## src/rtl/memory_arbiter.sv

```systemverilog
// Two-port (fetch / data) round-robin arbiter onto a single main-memory port; every output is registered.
// Request in IDLE cycle N -> memory strobes from N+1 -> DONE between N+2 (ACK) and N+1+TIMEOUT_CYCLES (timeout).
module memory_arbiter #(
   parameter int DATAWIDTH_BUS  = 32,
   parameter int TIMEOUT_CYCLES = 4
) (
   input  logic                     MEMORY_ARBITER_CLOCK_50,
   input  logic                     MEMORY_ARBITER_RESET_InHigh,
   input  logic                     MEMORY_ARBITER_IF_REQ_In,
   input  logic [DATAWIDTH_BUS-1:0] MEMORY_ARBITER_IF_ADDRESS_InBUS,
   output logic [DATAWIDTH_BUS-1:0] MEMORY_ARBITER_IF_data_OutBUS,
   output logic                     MEMORY_ARBITER_IF_DONE_Out,
   input  logic                     MEMORY_ARBITER_DM_REQ_In,
   input  logic                     MEMORY_ARBITER_DM_WR_In,
   input  logic [DATAWIDTH_BUS-1:0] MEMORY_ARBITER_DM_ADDRESS_InBUS,
   input  logic [DATAWIDTH_BUS-1:0] MEMORY_ARBITER_DM_data_InBUS,
   output logic [DATAWIDTH_BUS-1:0] MEMORY_ARBITER_DM_data_OutBUS,
   output logic                     MEMORY_ARBITER_DM_DONE_Out,
   output logic [DATAWIDTH_BUS-1:0] MEMORY_ARBITER_MEM_ADDRESS_OutBUS,
   output logic [DATAWIDTH_BUS-1:0] MEMORY_ARBITER_MEM_data_OutBUS,
   output logic                     MEMORY_ARBITER_MEM_RD_Out,
   output logic                     MEMORY_ARBITER_MEM_WR_Out,
   input  logic [DATAWIDTH_BUS-1:0] MEMORY_ARBITER_MEM_data_InBUS,
   input  logic                     MEMORY_ARBITER_MEM_ACK_In,
   output logic                     MEMORY_ARBITER_BUSY_Out,
   output logic                     MEMORY_ARBITER_TIMEOUT_Out
);

   localparam int CW = (TIMEOUT_CYCLES > 1) ? $clog2(TIMEOUT_CYCLES) : 1;

   typedef enum logic [1:0] {ST_IDLE, ST_ACCESS, ST_DONE} state_t;

   state_t                   r_state, w_state_next;
   logic [CW-1:0]            r_cnt, w_cnt_n;
   logic                     r_gnt_dm, w_gnt_dm_n;
   logic                     r_last_dm, w_last_dm_n;
   logic                     r_wr, w_wr_n;
   logic [DATAWIDTH_BUS-1:0] r_addr, w_addr_n;
   logic [DATAWIDTH_BUS-1:0] r_wdata, w_wdata_n;

   logic                     r_mem_rd, w_mem_rd_n;
   logic                     r_mem_wr, w_mem_wr_n;
   logic [DATAWIDTH_BUS-1:0] r_mem_addr, w_mem_addr_n;
   logic [DATAWIDTH_BUS-1:0] r_mem_wdata, w_mem_wdata_n;
   logic [DATAWIDTH_BUS-1:0] r_if_data, w_if_data_n;
   logic [DATAWIDTH_BUS-1:0] r_dm_data, w_dm_data_n;
   logic                     r_if_done, w_if_done_n;
   logic                     r_dm_done, w_dm_done_n;
   logic                     r_timeout, w_timeout_n;
   logic                     r_busy, w_busy_n;

   logic                     w_any_req;
   logic                     w_sel_dm;
   logic                     w_complete;
   logic                     w_access_n;

   // On a tie the port that did not win last time gets the bus.
   assign w_any_req  = MEMORY_ARBITER_IF_REQ_In | MEMORY_ARBITER_DM_REQ_In;
   assign w_sel_dm   = MEMORY_ARBITER_DM_REQ_In & (~MEMORY_ARBITER_IF_REQ_In | ~r_last_dm);
   assign w_complete = (r_state == ST_ACCESS) &&
                       (MEMORY_ARBITER_MEM_ACK_In || (r_cnt == CW'(TIMEOUT_CYCLES - 1)));

   always_ff @(posedge MEMORY_ARBITER_CLOCK_50) begin
      if (MEMORY_ARBITER_RESET_InHigh) r_state <= ST_IDLE;
      else                             r_state <= w_state_next;
   end

   always_comb begin
      w_state_next = r_state;
      case (r_state)
         ST_IDLE:   if (w_any_req)  w_state_next = ST_ACCESS;
         ST_ACCESS: if (w_complete) w_state_next = ST_DONE;
         ST_DONE:                   w_state_next = ST_IDLE;
         default:                   w_state_next = ST_IDLE;
      endcase
   end

   // Output values are computed for the next state so that every port comes straight off a flop.
   always_comb begin
      w_gnt_dm_n  = r_gnt_dm;
      w_last_dm_n = r_last_dm;
      w_wr_n      = r_wr;
      w_addr_n    = r_addr;
      w_wdata_n   = r_wdata;
      if (r_state == ST_IDLE && w_any_req) begin
         w_gnt_dm_n  = w_sel_dm;
         w_last_dm_n = w_sel_dm;
         w_wr_n      = w_sel_dm & MEMORY_ARBITER_DM_WR_In;
         w_addr_n    = w_sel_dm ? MEMORY_ARBITER_DM_ADDRESS_InBUS : MEMORY_ARBITER_IF_ADDRESS_InBUS;
         w_wdata_n   = w_sel_dm ? MEMORY_ARBITER_DM_data_InBUS : '0;
      end
      w_access_n    = (w_state_next == ST_ACCESS);
      w_mem_rd_n    = w_access_n & ~w_wr_n;
      w_mem_wr_n    = w_access_n & w_wr_n;
      w_mem_addr_n  = w_access_n ? w_addr_n : '0;
      w_mem_wdata_n = (w_access_n && w_wr_n) ? w_wdata_n : '0;
      w_cnt_n       = (r_state == ST_ACCESS && w_access_n) ? r_cnt + 1'b1 : '0;
      w_if_done_n   = w_complete & ~r_gnt_dm;
      w_dm_done_n   = w_complete & r_gnt_dm;
      w_timeout_n   = w_complete & ~MEMORY_ARBITER_MEM_ACK_In;
      w_if_data_n   = (w_complete && !r_gnt_dm) ? MEMORY_ARBITER_MEM_data_InBUS : r_if_data;
      w_dm_data_n   = (w_complete && r_gnt_dm && !r_wr) ? MEMORY_ARBITER_MEM_data_InBUS : r_dm_data;
      w_busy_n      = (w_state_next != ST_IDLE);
   end

   always_ff @(posedge MEMORY_ARBITER_CLOCK_50) begin
      if (MEMORY_ARBITER_RESET_InHigh) begin
         r_cnt       <= '0;
         r_gnt_dm    <= 1'b0;
         r_last_dm   <= 1'b1;
         r_wr        <= 1'b0;
         r_addr      <= '0;
         r_wdata     <= '0;
         r_mem_rd    <= 1'b0;
         r_mem_wr    <= 1'b0;
         r_mem_addr  <= '0;
         r_mem_wdata <= '0;
         r_if_data   <= '0;
         r_dm_data   <= '0;
         r_if_done   <= 1'b0;
         r_dm_done   <= 1'b0;
         r_timeout   <= 1'b0;
         r_busy      <= 1'b0;
      end else begin
         r_cnt       <= w_cnt_n;
         r_gnt_dm    <= w_gnt_dm_n;
         r_last_dm   <= w_last_dm_n;
         r_wr        <= w_wr_n;
         r_addr      <= w_addr_n;
         r_wdata     <= w_wdata_n;
         r_mem_rd    <= w_mem_rd_n;
         r_mem_wr    <= w_mem_wr_n;
         r_mem_addr  <= w_mem_addr_n;
         r_mem_wdata <= w_mem_wdata_n;
         r_if_data   <= w_if_data_n;
         r_dm_data   <= w_dm_data_n;
         r_if_done   <= w_if_done_n;
         r_dm_done   <= w_dm_done_n;
         r_timeout   <= w_timeout_n;
         r_busy      <= w_busy_n;
      end
   end

   assign MEMORY_ARBITER_IF_data_OutBUS     = r_if_data;
   assign MEMORY_ARBITER_IF_DONE_Out        = r_if_done;
   assign MEMORY_ARBITER_DM_data_OutBUS     = r_dm_data;
   assign MEMORY_ARBITER_DM_DONE_Out        = r_dm_done;
   assign MEMORY_ARBITER_MEM_ADDRESS_OutBUS = r_mem_addr;
   assign MEMORY_ARBITER_MEM_data_OutBUS    = r_mem_wdata;
   assign MEMORY_ARBITER_MEM_RD_Out         = r_mem_rd;
   assign MEMORY_ARBITER_MEM_WR_Out         = r_mem_wr;
   assign MEMORY_ARBITER_BUSY_Out           = r_busy;
   assign MEMORY_ARBITER_TIMEOUT_Out        = r_timeout;

endmodule

```

## config.mk

```make
export PLATFORM = sky130hd
export DESIGN_NAME = memory_arbiter
export DESIGN_NICKNAME = d
export VERILOG_FILES = /design/src/rtl/memory_arbiter.sv
export SDC_FILE = /design/constraint.sdc
export NUM_CORES = 1
export LEC_CHECK = 0
export ABC_CLOCK_PERIOD_IN_PS = 2600
export BUFFER_PORTS_ARGS = -buffer_cell sky130_fd_sc_hd__buf_2
export CORE_UTILIZATION = 54
export CTS_BUF_LIST = sky130_fd_sc_hd__clkbuf_16
export CTS_CLUSTER_DIAMETER = 100
export DETAILED_ROUTE_END_ITERATION = 10
export GPL_TIMING_DRIVEN = 0
export PLACE_DENSITY = 0.93
export SETUP_SLACK_MARGIN = 0.05
export SYNTH_ARGS = -nofsm -noshare
export SYNTH_HDL_FRONTEND = slang
export SYNTH_SLANG_ARGS = --single-unit
```

## constraint.sdc

```tcl
create_clock -name MEMORY_ARBITER_CLOCK_50 -period 2.6 [get_ports MEMORY_ARBITER_CLOCK_50]
set_input_delay 0.26 -clock MEMORY_ARBITER_CLOCK_50 [delete_from_list [all_inputs] [get_ports MEMORY_ARBITER_CLOCK_50]]
set_output_delay 0.26 -clock MEMORY_ARBITER_CLOCK_50 [all_outputs]
set_load 0.05 [all_outputs]
```

==> flow_metrics.env <==
export IMPL_syn_inst=830
export IMPL_p_sw_mw=2.249
export IMPL_cap_violations=0
export IMPL_dr_pass1_iters=5
export IMPL_drv_slew=0
export IMPL_cts_clk_slew_worst_paths_ns=0.06
export IMPL_powerDensity_nw_per_um2=744.7
export IMPL_power_switching_fraction_pct=29.16
export IMPL_setup_viol=0
export IMPL_fmax_ghz=0.4907
export IMPL_hp_class="primary input to register"
export IMPL_layoutNonFillerInstCount=1315
export IMPL_place_congestion=0.8770
export IMPL_nNetsFinal=1255
export IMPL_status="completed"
export IMPL_dp_cells=1280
export IMPL_cp_required_ns=2.97
export IMPL_cts_max_level=1
export IMPL_numCtsBuffers=21
export IMPL_num_rows=44
export IMPL_area_growth_pct=27.40
export IMPL_yosysUniqueCellTypes=36
export IMPL_leakagePower_nw=4.111
export IMPL_peakVddDrop_mv=0.6178
export IMPL_die_height_um=124.7
export IMPL_postCtsResizedCells=0
export IMPL_clock_sinks=205
export IMPL_post_cts_buffers=0
export IMPL_grt_pass1_vias=7811
export IMPL_wire_per_inst_um=19.61
export IMPL_max_slew_margin_rel_pct=54.55
export IMPL_worstMarginPinSlew_ns=0.6757
export IMPL_core_um2=14590
export IMPL_postSynthAreaPerCell_um2=9.793
export IMPL_drive_above_1_share_pct=32.71
export IMPL_synth_fp_nets=965
export IMPL_ios=268
export IMPL_crit_path_start_kind="register"
export IMPL_hold_buffers=1
export IMPL_comb_power_share_pct=18.1
export IMPL_antenna_found_initial=1
export IMPL_period_minus_slack_ns=2.038
export IMPL_total_power_mw=7.712
export IMPL_overflow=0
export IMPL_cts_tree="done"
export IMPL_viasPerCell=6.328
export IMPL_worstPathArrival_ns=2.40
export IMPL_netlist_area_um2=8128
export IMPL_clk_root_buffer_cell="clkbuf_16"
export IMPL_dr_first_iter_drc_count=856
export IMPL_crit_fanout=10
export IMPL_crit_type="register to register"
export IMPL_seq_area_frac_synth_pct=50.49
export IMPL_wl_um=25780
export IMPL_hold_violations=0
export IMPL_n_antenna_cell=0
export IMPL_port_buffers=266
export IMPL_worstSkewPairLatency_ns=0.49
export IMPL_synth_seq_cells=205
export IMPL_p_int_mw=5.463
export IMPL_post_route_drc_count=0
export IMPL_dpl_hpwl_um=18430
export IMPL_yosysWarnings=0
export IMPL_worstSetupEndpointType="register"
export IMPL_clockBufferDepth=3
export IMPL_p_seq_share_pct=43.9
export IMPL_start_util_pct=55.71
export IMPL_period_share_pct=78.39
export IMPL_grt_max_degree=14
export IMPL_clkPwrFrac_pct=38.0
export IMPL_die_area_um2=15550
export IMPL_antenna_left=0
export IMPL_rsz0062_at_grt="false"
export IMPL_grt_usage_pct=31.36
export IMPL_r2r_setup_slack_ns=0.56
export IMPL_die_w_um=124.7
export IMPL_vias=8321
export IMPL_fin_util_pct=70.98
export IMPL_grt_pass1_wl_um=40150
export IMPL_fin_skew_ns=0.01314
export IMPL_setup_tns_ns=0
## power groups by stage
stage | logic (mW) | registers [mW] | clock network [mW]
floorplan | 0.638 | 3.76 | 0
global placement | 1.34 | 3.45 | 0
detailed placement | 1.36 | 3.45 | 0
CTS | 1.38 | 3.39 | 2.96
global route | 1.48 | 3.40 | 3.10
finish | 1.40 | 3.39 | 2.93
## through the flow
step | setup slack, ns | cell area (µm²) | hold slack, ns
after floorplan | 1.119 | 8128 | 0.3385
after global placement | 0.4900 | 9689 | 0.4203
after detailed placement | 0.4524 | 9689 | 0.4303
after CTS | 0.5594 | 10350 | 0.03124
after global routing | 0.4848 | 10350 | 0.04205
final | 0.5620 | 10350 | 0.04590
## cells by family (layout without fill, tap and decap cells)
logic type               count (synthesis)  after routing  share of synthesized area [%]
AO/OA/AOI/OAI                          266            266                          22.41
adder cells (fa/ha/maj)                  1              1                         0.1539
buffers and inverters                  112            413                          6.973
flip-flops                             205            205                          50.49
AND/OR/NAND/NOR                        246            246                          19.97
## metal layers
layer | track usage, % | vias up | share of wire, %
met5 | 0 | - | 0.050
met4 | 9.922 | 2 | 2.7
met3 | 7.045 | 76 | 10
met2 | 53.04 | 531 | 48
met1 | 39.52 | 3886 | 39
li1 | - | 3826 | -
## path summary, 6_finish.rpt
check	from	to	cells after the start
max reg2reg	r_cnt[0]$_SDFF_PP0_	MEMORY_ARBITER_MEM_ADDRESS_OutBUS[24]$_SDFF_PP0_	5
max	r_cnt[0]$_SDFF_PP0_	MEMORY_ARBITER_MEM_ADDRESS_OutBUS[24]$_SDFF_PP0_	5
min reg2reg	r_cnt[0]$_SDFF_PP0_	r_cnt[0]$_SDFF_PP0_	1
min	MEMORY_ARBITER_MEM_data_InBUS[31]	MEMORY_ARBITER_IF_data_OutBUS[31]$_SDFFE_PP0P_	3
## cells in the mapped netlist
master / instances / share of area [%]
or2_1: 1 / 0.077
buf_1: 3 / 0.14
or2_2: 1 / 0.077
or2_0: 1 / 0.077
o21ai_0: 34 / 2.1
nor2_1: 3 / 0.14
ha_1: 1 / 0.15
nor3_1: 1 / 0.062
a21oi_1: 131 / 8.1
clkbuf_2: 2 / 0.12
nor3b_1: 32 / 3.0
nand3_4: 1 / 0.22
buf_2: 25 / 1.5
nand2b_1: 2 / 0.15
a21boi_0: 1 / 0.092
nor4_1: 69 / 5.3
nand3_1: 32 / 2.0
o31ai_1: 64 / 5.9
buf_4: 6 / 0.55
nand3b_1: 1 / 0.092
buf_6: 12 / 1.7
a221oi_2: 27 / 5.0
nand4_1: 64 / 4.9
a221oi_1: 5 / 0.54
and3b_1: 1 / 0.11
dfxtp_1: 205 / 50
a211oi_4: 1 / 0.25
nor4b_1: 32 / 3.4
o221ai_2: 1 / 0.18
nor2b_1: 3 / 0.23
nand2_1: 1 / 0.046
o21ai_4: 1 / 0.20
o21a_1: 1 / 0.092
inv_1: 3 / 0.14
nor2_2: 1 / 0.077
clkbuf_1: 61 / 2.8
## layout make-up
class                   instances  area [µm²]
plain buffers                 109       555.5
clock buffers                  21       525.5
clock inverters                13       130.1
fillers                      1051        4234
inverters                       3       11.26
multi-input cells             513        3457
flip-flops and latches        205        4104
well taps                     184       230.2
repair buffers                267        1341
## cells in the final DEF, fill, tap and decap left out, types with 21 or more instances in the layout
cell / netlist / routed
buf_2: 25 / 291
o31ai_1: 64 / 64
nor4_1: 69 / 69
o21ai_0: 34 / 34
clkbuf_16: 0 / 21
clkbuf_1: 61 / 61
nand3_1: 32 / 32
nor4b_1: 32 / 32
nand4_1: 64 / 64
nor3b_1: 32 / 32
dfxtp_1: 205 / 205
a21oi_1: 131 / 131
a221oi_2: 27 / 27
## worst max-delay path, cell delays in order (launching register included)
cell,delay (ns)
dfxtp_1,0.31
ha_1,0.19
nor2_1,0.46
o221ai_2,0.24
clkbuf_1,0.29
nor4_1,0.42
## sequential cells by signal (all words and copies together), names as in the netlist, 2 cells and up
signal and flops:
r_addr 32, MEMORY_ARBITER_IF_data_OutBUS 32, r_wdata 32, MEMORY_ARBITER_MEM_data_OutBUS 32
MEMORY_ARBITER_DM_data_OutBUS 32, r_state 2, r_cnt 2, MEMORY_ARBITER_MEM_ADDRESS_OutBUS 32
(Power assumes the default switching activity.)
